<file path="config.mk">
export PLATFORM = sky130hd
export DESIGN_NAME = axi_read_arbiter
export DESIGN_NICKNAME = d
export VERILOG_FILES = /design/src/rtl/axi_pkg.sv /design/src/rtl/rr_arb2.sv /design/src/rtl/axi_read_arbiter.sv
export SDC_FILE = /design/constraint.sdc
export NUM_CORES = 1
export LEC_CHECK = 0
export BUFFER_PORTS_ARGS = -buffer_cell sky130_fd_sc_hd__buf_2
export CORE_AREA = 5 5 114 73
export DETAILED_ROUTE_END_ITERATION = 16
export DIE_AREA = 0 0 119 78
export HOLD_SLACK_MARGIN = 0.15
export PLACE_DENSITY = 0.62
export SYNTH_ARGS = -nofsm -noshare
export SYNTH_HDL_FRONTEND = slang
export SYNTH_SLANG_ARGS = --single-unit
export TNS_END_PERCENT = 50
</file>
<file path="constraint.sdc">
create_clock -name clk -period 1.25 [get_ports clk]
set_input_delay 0.125 -clock clk [delete_from_list [all_inputs] [get_ports clk]]
set_output_delay 0.125 -clock clk [all_outputs]
set_load 0.05 [all_outputs]
</file>
<file path="src/rtl/axi_pkg.sv">
// Shared AXI read-path codes and the arbiter state encoding.
package axi_pkg;

  localparam logic [1:0] RESP_OKAY   = 2'b00;
  localparam logic [1:0] RESP_EXOKAY = 2'b01;
  localparam logic [1:0] RESP_SLVERR = 2'b10;
  localparam logic [1:0] RESP_DECERR = 2'b11;

  localparam logic [1:0] BURST_FIXED = 2'b00;
  localparam logic [1:0] BURST_INCR  = 2'b01;
  localparam logic [1:0] BURST_WRAP  = 2'b10;

  typedef enum logic [1:0] {
    IDLE = 2'd0,
    ADDR = 2'd1,
    DATA = 2'd2
  } state_e;

endpackage

</file>
<file path="src/rtl/rr_arb2.sv">
// Two-request round-robin picker; the favoured index is owned by the parent.
module rr_arb2
  import axi_pkg::*;
(
  input  logic [1:0] req,
  input  logic       prio,
  output logic       gnt_idx
);

  // Contention goes to the favoured master, otherwise to whoever asks.
  always_comb begin
    gnt_idx = 1'b0;
    if (req == 2'b11) begin
      gnt_idx = prio;
    end else begin
      gnt_idx = req[1];
    end
  end

endmodule

</file>
<file path="src/rtl/axi_read_arbiter.sv">
// Two-master AXI read arbiter: round-robin, grant held from AR handshake to RLAST,
// with a sticky flag when the slave's RLAST disagrees with ARLEN.
module axi_read_arbiter
  import axi_pkg::*;
#(
  parameter int ADDR_WIDTH         = 32,
  parameter int READ_CHANNEL_WIDTH = 4,
  parameter int READ_BURST_LEN     = 8
) (
  input  logic                            clk,
  input  logic                            rst_n,
  input  logic [2*ADDR_WIDTH-1:0]         m_ARADDR,
  input  logic [1:0]                      m_ARVALID,
  input  logic [2*READ_BURST_LEN-1:0]     m_ARLEN,
  input  logic [5:0]                      m_ARSIZE,
  input  logic [3:0]                      m_ARBURST,
  output logic [1:0]                      m_ARREADY,
  output logic [1:0]                      m_RVALID,
  output logic [2*READ_CHANNEL_WIDTH-1:0] m_RDATA,
  output logic [1:0]                      m_RLAST,
  output logic [3:0]                      m_RRESP,
  input  logic [1:0]                      m_RREADY,
  output logic [ADDR_WIDTH-1:0]           s_ARADDR,
  output logic                            s_ARVALID,
  output logic [READ_BURST_LEN-1:0]       s_ARLEN,
  output logic [2:0]                      s_ARSIZE,
  output logic [1:0]                      s_ARBURST,
  input  logic                            s_ARREADY,
  input  logic                            s_RVALID,
  input  logic [READ_CHANNEL_WIDTH-1:0]   s_RDATA,
  input  logic                            s_RLAST,
  input  logic [1:0]                      s_RRESP,
  output logic                            s_RREADY,
  output logic                            grant,
  output logic                            busy,
  output logic                            prot_err
);

  state_e                    r_state;
  state_e                    w_next_state;
  logic                      r_grant;
  logic                      r_prio;
  logic [READ_BURST_LEN-1:0] r_beat_cnt;
  logic [READ_BURST_LEN-1:0] r_len_q;
  logic                      r_prot_err;
  logic                      w_gnt_idx;
  logic                      w_beat;

  rr_arb2 u_rr_arb2 (
    .req     (m_ARVALID),
    .prio    (r_prio),
    .gnt_idx (w_gnt_idx)
  );

  assign w_beat = (r_state == DATA) && s_RVALID && s_RREADY;

  // Next-state decode.
  always_comb begin
    w_next_state = r_state;
    case (r_state)
      IDLE:    if (|m_ARVALID) w_next_state = ADDR; else w_next_state = IDLE;
      ADDR:    if (s_ARREADY) w_next_state = DATA; else w_next_state = ADDR;
      DATA:    if (w_beat && s_RLAST) w_next_state = IDLE; else w_next_state = DATA;
      default: w_next_state = IDLE;
    endcase
  end

  // State, ownership and beat accounting.
  always_ff @(posedge clk) begin
    if (!rst_n) begin
      r_state    <= IDLE;
      r_grant    <= 1'b0;
      r_prio     <= 1'b0;
      r_beat_cnt <= '0;
      r_len_q    <= '0;
      r_prot_err <= 1'b0;
    end else begin
      r_state <= w_next_state;
      if (r_state == IDLE && (|m_ARVALID)) begin
        r_grant    <= w_gnt_idx;
        r_len_q    <= w_gnt_idx ? m_ARLEN[2*READ_BURST_LEN-1:READ_BURST_LEN]
                                : m_ARLEN[READ_BURST_LEN-1:0];
        r_beat_cnt <= '0;
      end else if (w_beat) begin
        r_beat_cnt <= r_beat_cnt + READ_BURST_LEN'(1);
        if (s_RLAST) begin
          r_prio <= ~r_grant;
          if (r_beat_cnt != r_len_q) r_prot_err <= 1'b1;
        end else if (r_beat_cnt == r_len_q) begin
          // Final expected beat arrived without RLAST: keep draining until it shows.
          r_prot_err <= 1'b1;
        end
      end
    end
  end

  // Channel steering decoded from state and current owner.
  always_comb begin
    s_ARADDR  = r_grant ? m_ARADDR[2*ADDR_WIDTH-1:ADDR_WIDTH] : m_ARADDR[ADDR_WIDTH-1:0];
    s_ARLEN   = r_grant ? m_ARLEN[2*READ_BURST_LEN-1:READ_BURST_LEN] : m_ARLEN[READ_BURST_LEN-1:0];
    s_ARSIZE  = r_grant ? m_ARSIZE[5:3] : m_ARSIZE[2:0];
    s_ARBURST = r_grant ? m_ARBURST[3:2] : m_ARBURST[1:0];
    s_ARVALID = 1'b0;
    s_RREADY  = 1'b0;
    m_ARREADY = 2'b00;
    m_RVALID  = 2'b00;
    m_RDATA   = '0;
    m_RLAST   = 2'b00;
    m_RRESP   = 4'b0000;
    case (r_state)
      ADDR: begin
        s_ARVALID          = 1'b1;
        m_ARREADY[r_grant] = s_ARREADY;
      end
      DATA: begin
        s_RREADY          = m_RREADY[r_grant];
        m_RVALID[r_grant] = s_RVALID;
        m_RLAST[r_grant]  = s_RLAST;
        if (r_grant) begin
          m_RDATA[2*READ_CHANNEL_WIDTH-1:READ_CHANNEL_WIDTH] = s_RDATA;
          m_RRESP[3:2] = s_RRESP;
        end else begin
          m_RDATA[READ_CHANNEL_WIDTH-1:0] = s_RDATA;
          m_RRESP[1:0] = s_RRESP;
        end
      end
      default: begin
        s_ARVALID = 1'b0;
      end
    endcase
  end

  assign grant    = r_grant;
  assign busy     = (r_state != IDLE);
  assign prot_err = r_prot_err;

endmodule
</file>
# After elaboration in Yosys (flattened, before gate mapping)
# Index checks and enable logic that the tools add are counted.
# Widths: inputs -> output; s select.
[word_totals] ff_bits=21 inputBits=105 output_inout_bits=68 word_cells=61
[classes] addsub=1 n_lt_le_gt_ge=2 eq_ne=6 muxes=28 bitwise_logic=6 reduce_logical=12
[ops] operator="$mux 32" n=1
[ops] operator="$mux 8" n=3
[ops] operator="$mux 2" n=8
[ops] operator="$mux 4" n=3
[ops] operator="$mux 1" n=10
[ops] operator="$add 8x1->8 const B" n=1
[ops] operator="$eq 8x8->1" n=1
[ops] operator="$ne 8x8->1" n=1
[ops] operator="$and 2x2->2" n=3
[ops] operator="$pmux 2 s3" n=1
[ops] operator="$logic_and 1x1->1" n=5
[ops] operator="$eq 2x2->1 const B" n=2
[ops] operator="$reduce_and 4->1" n=1
[ops] operator="$reduce_bool 2->1" n=2
[ops] operator="$reduce_or 2->1" n=2
[ops] operator="$mux 3" n=1
[ops] operator="$not 1->1" n=3
[ops] operator="$reduce_and 3->1" n=1
[ops] operator="$eq 2x1->1 const B" n=1
[ops] operator="$logic_not 2->1" n=1
[ops] operator="$lt 1x2->1 const B" n=1
[ops] operator="$ne 2x1->1 const B" n=1
[ops] operator="$demux 1 s1" n=1
[ops] operator="$ge 1x1->1 const B" n=1

# Longest topological paths before layout
[logic_depth] word_depth=7 mapped_depth=6 ltp_nobuf=4

# By module
# Synthesis repeated with hierarchy kept, for this count alone.
[hier_totals] cells_unflattened=192 area_unflattened_um2=1746.7
[by_module_without_submodules] mod="axi_read_arbiter" n_inst=1 cells_each=190 area_per_inst_um2=1735.4
[by_module_without_submodules] mod="rr_arb2" n_inst=1 cells_each=2 area_per_inst_um2=11.3

# Worst setup path after synthesis
# Ideal clock, no wire load.
[synth_path] kind="flip-flop to output port" from="register r_grant, in the netlist grant" to="output m_RLAST[0]" t_arrival_ns=2.194 required_time_ns=1.125 slack_ns=-1.069 path_stages_with_launch=5 path_cell_list="dfxtp_1 -> buf_4 -> clkbuf_1 -> clkbuf_1 -> nor3_1"
[synth_via] elab_chain_cells=6 word_cells_on_any_way=7 cone_classes="order compare (2); mux (3); bitwise (1); reduce/logical (1)"
[synth_lines] item="from (decl)" line_no="axi_read_arbiter.sv:41" source="logic r_grant;"
[synth_lines] item="from (signal assigned)" line_no="axi_read_arbiter.sv:80" source="r_grant <= w_gnt_idx;"
[synth_lines] item="$lt 1x2->1 (implied by the code) or $ge 1x1->1 (tied branches)" line_no="axi_read_arbiter.sv:118" source="m_RLAST[r_grant] = s_RLAST;"
[synth_lines] item="$logic_and 1x1->1 (implied by the code)" line_no="axi_read_arbiter.sv:118"
[synth_lines] item="$mux 1 (implied by the code)" line_no="axi_read_arbiter.sv:118"
[synth_lines] item="$demux 1 s1 (*)" line_no="axi_read_arbiter.sv:118"
[synth_lines] item="$and 2x2->2 (no line) (*)"
[synth_lines] item="$mux 2 (*)" line_no="axi_read_arbiter.sv:110" source="case (r_state)"
[synth_lines] item="to (decl)" line_no="axi_read_arbiter.sv:20" source="output logic [1:0] m_RLAST,"
# Every way passes the cells marked *; elsewhere a longest branch is shown, timed or not.

# Worst setup path after layout
[layout_path] from="register r_grant, in the netlist grant" to="register r_beat_cnt[5]"
[layout_via] elab_chain_cells=4
[layout_lines] item="$mux 1 (implied by the code) (2 in series)" line_no="axi_read_arbiter.sv:116" source="s_RREADY = m_RREADY[r_grant];"
[layout_lines] item="$mux 1" line_no="axi_read_arbiter.sv:110"
[layout_lines] item="$logic_and 1x1->1" line_no="axi_read_arbiter.sv:55" source="assign w_beat = (r_state == DATA) && s_RVALID && s_RREADY;"
[layout_lines] item="to (signal assigned)" line_no="axi_read_arbiter.sv:85" source="r_beat_cnt <= r_beat_cnt + READ_BURST_LEN'(1);"
[layout_lines] item="to (decl)" line_no="axi_read_arbiter.sv:43" source="logic [READ_BURST_LEN-1:0] r_beat_cnt;"
# No other way between the ends. The select of a mux whose other input is x is not followed.
# A chain may end at the register's enable or synchronous reset.

==> out/metrics.csv <==
metric,value,unit
status,"finished, violations left",
violated checks,negative setup slack,
H-tree Lvls,1,
post-layout util,0.571,
fill cell count,601,
Worst path depth,6,
#FFs+latches synth,21,
final worst slack,-0.300,ns
Setup Total Neg Slack,-17.71,ns
R2R cell count,6,
clock-pin transition on the worst setup and hold timing paths,0.06,ns
remaining antenna violation count,0,
Worst setup EP type,flip-flop,
total inserted antenna cells,0,
synth warn,0,
worst-case clock buffer depth,2,
sequential cell area,427,µm²
required time worst endpoint,1.45,ns
Worst-Margin Slew,0.300,ns
R2R setup slack,-0.30,ns
CP startpoint,grant,
first-pass GRT wire length,11.4,mm
synthesized area,1740,µm²
layout cells sized above 1,0.753,
PwrDens,817,nW/µm²
final setup fails,77,
Fin. Hold Viols,0,
Critical Path Start Type,flip-flop,
RSZ-0062 raised after global routing,yes,
final WL,7.85,mm
R2R Path Start,grant,
"Distinct cells, synth",37,
Multi-input gate area,1540,µm²
CP top delay family,simple AND/OR/NAND/NOR gates,
core area,7090,µm²
max-cap violation count,0,
total grt overflow,0,
Static Leakage,2.00,nW
cell chain of the critical path,buf_12 -> mux2_4 -> buf_6 -> nand4_4 -> or3_4 -> a21oi_2,
die area,9280,µm²
critical path peak fanout,6,
post-route DRC violation count,0,
synthesized instance count,192,
vias in the first global route,2341,
IO Pins,173,
crit path capture,r_beat_cnt[5],
worst path bufs/invs,2,
CTS root buf,clkbuf_16,
sequential share of the synthesized area,0.242,
WL/cell,16.1,µm
Port Buffers,172,
slowest library cell on the worst path,or3_4,
syn avg cell area,9.05,µm²
DRT iter0 DRCs,54,
largest cells by area after synthesis,"mux2_2, dfxtp_1, mux2i_1, xor2_1, and2_1",
routed vias/inst,4.63,
Yosys top cell area share,0.292,
area grow syn2layout,133,%
Critical Path Max Stage Delay,0.40,ns
fin area,4050,µm²
CTS tree,done,
maximum vdd ir drop,452,µV
Vias,2255,
largest net degree at the start of global routing,13,
TritonCTS Buffers,3,
worst min path class,input port to flip-flop,
initial antenna violation count,0,
Slew headroom,0.799,
synthesized net count,298,
# rows,24,
Design Power,3.31,mW
fmax,645,MHz
Yosys top cell by area,mux2_2,
DIE WIDTH,119,µm
GPL Wtd Cong,0.835,
drt first pass iters,4,
Final Skew,0.00374,ns
fin. max-slew vios,0,
worst r2r dst,r_beat_cnt[5],
Nets,503,
Final Cycle Share,1.24,
clock sink total,21,
DP HPWL,6.01,mm
worst skew pair latency,0.26,ns
crit path time final,1.55,ns
Crit Path Category,flip-flop to flip-flop,
Initial Util,0.245,
Die Span Y,78,µm
CP arrival,1.75,ns
gr usage total,0.151,
dpl cell area,3090,µm²
==> Yosys cell counts, drive strengths merged <==
cell,count
xnor2,2
nor3,1
o21ai,10
nor2b,1
buf,3
nor2,17
nand3,3
ha,1
or3,5
dfxtp,21
a21oi,8
and3,10
and2,10
nand2b,1
mux2i,9
nor4,2
nand2,3
a311oi,1
xor2,8
a2111o,1
or2,2
nand4,4
mux2,46
a211oi,8
and2b,1
clkbuf,8
inv,6
==> power by group <==
group / switching (mW) / internal [mW]
sequential: 0.0320 / 0.713
clock: 0.250 / 0.430
combinational: 0.989 / 0.896
total: 1.27 / 2.04
==> state kept, by name (all words and copies together) (netlist names) <==
name / flops
r_beat_cnt: 8
r_state: 2
prot_err: 1
r_len_q: 8
grant: 1
r_prio: 1
==> repair_timing <==
item	in CTS	in global routing
buffers inserted	8	3
endpoints found under the hold margin	1	0
cloned	4	0
pin swaps	12	10
setup endpoints to repair	85	86
resized for setup	175	35
hold buffers	1	0
==> stage by stage <==
stage               instances  worst slack, ns  hold slack (ns)
global placement          467           -0.106            0.392
CTS                       484           -0.295            0.170
floorplan                 192           -0.137            0.241
global route              487           -0.382            0.181
finish                    487           -0.300            0.161
detailed placement        467           -0.119            0.402
==> per-layer routing <==
| layer | part of all wire | track usage | vias up |
|---|---|---|---|
| met1 | 0.41 | 0.186 | 1035 |
| li1 | - | - | 1110 |
| met3 | 0.063 | 0.0371 | 13 |
| met5 | 0 | 0 | - |
| met4 | 0.018 | 0.0370 | 0 |
| met2 | 0.51 | 0.266 | 97 |
==> cell usage in the layout (no fill, tap or decap), types with 2 or more instances in the layout <==
cell type    n
a211oi_1     8
a21oi_1      5
a21oi_2      3
and2_1       2
and2_4       8
and3_4      10
buf_12       6
buf_16       4
buf_2      105
buf_4       24
buf_6       39
buf_8       32
clkbuf_16    3
dfxtp_1     18
dfxtp_2      2
inv_1        6
mux2_2       3
mux2_4      43
mux2i_1      9
nand2_1      3
nand3_1      3
nand4_1      2
nand4_4      2
nor2_1      14
nor2_4       3
nor4_1       2
o21ai_0      7
o21ai_1      2
or3_1        3
or3_4        2
xor2_1       8
==> cell families (layout without fill, tap and decap cells) <==
logic type,count (synthesis),after routing,synth area share
AOI/OAI and AO/OA,28,28,0.100
buffers and inverters,17,221,0.0439
adders and majority gates,1,1,0.00720
xor gates and xnor gates,10,10,0.0504
muxes,55,55,0.352
and+or+nand+nor,60,60,0.204
DFF,21,21,0.242
==> worst min path at each step <==
| stage | startpoint | to | slack (ns) | cells past startpoint |
|---|---|---|---|---|
| after floorplan | s_RLAST | r_prio | 0.24 | 1 |
| after global placement | rst_n | prot_err | 0.39 | 3 |
| after detailed placement | rst_n | prot_err | 0.40 | 3 |
| after CTS | s_RLAST | r_prio | 0.17 | 2 |
| after global routing | s_RLAST | r_prio | 0.18 | 2 |
| final | s_RLAST | r_prio | 0.16 | 2 |
==> area by class of cell <==
type,instances,area share
repair buffers,211,0.461
multi-input cells,154,0.380
flip-flops and latches,21,0.105
well taps,91,0.0281
clock buffers,3,0.0185
inverters,6,0.00556
clock inverters,1,0.00124
Note: power is estimated with default switching activity, not from simulation.
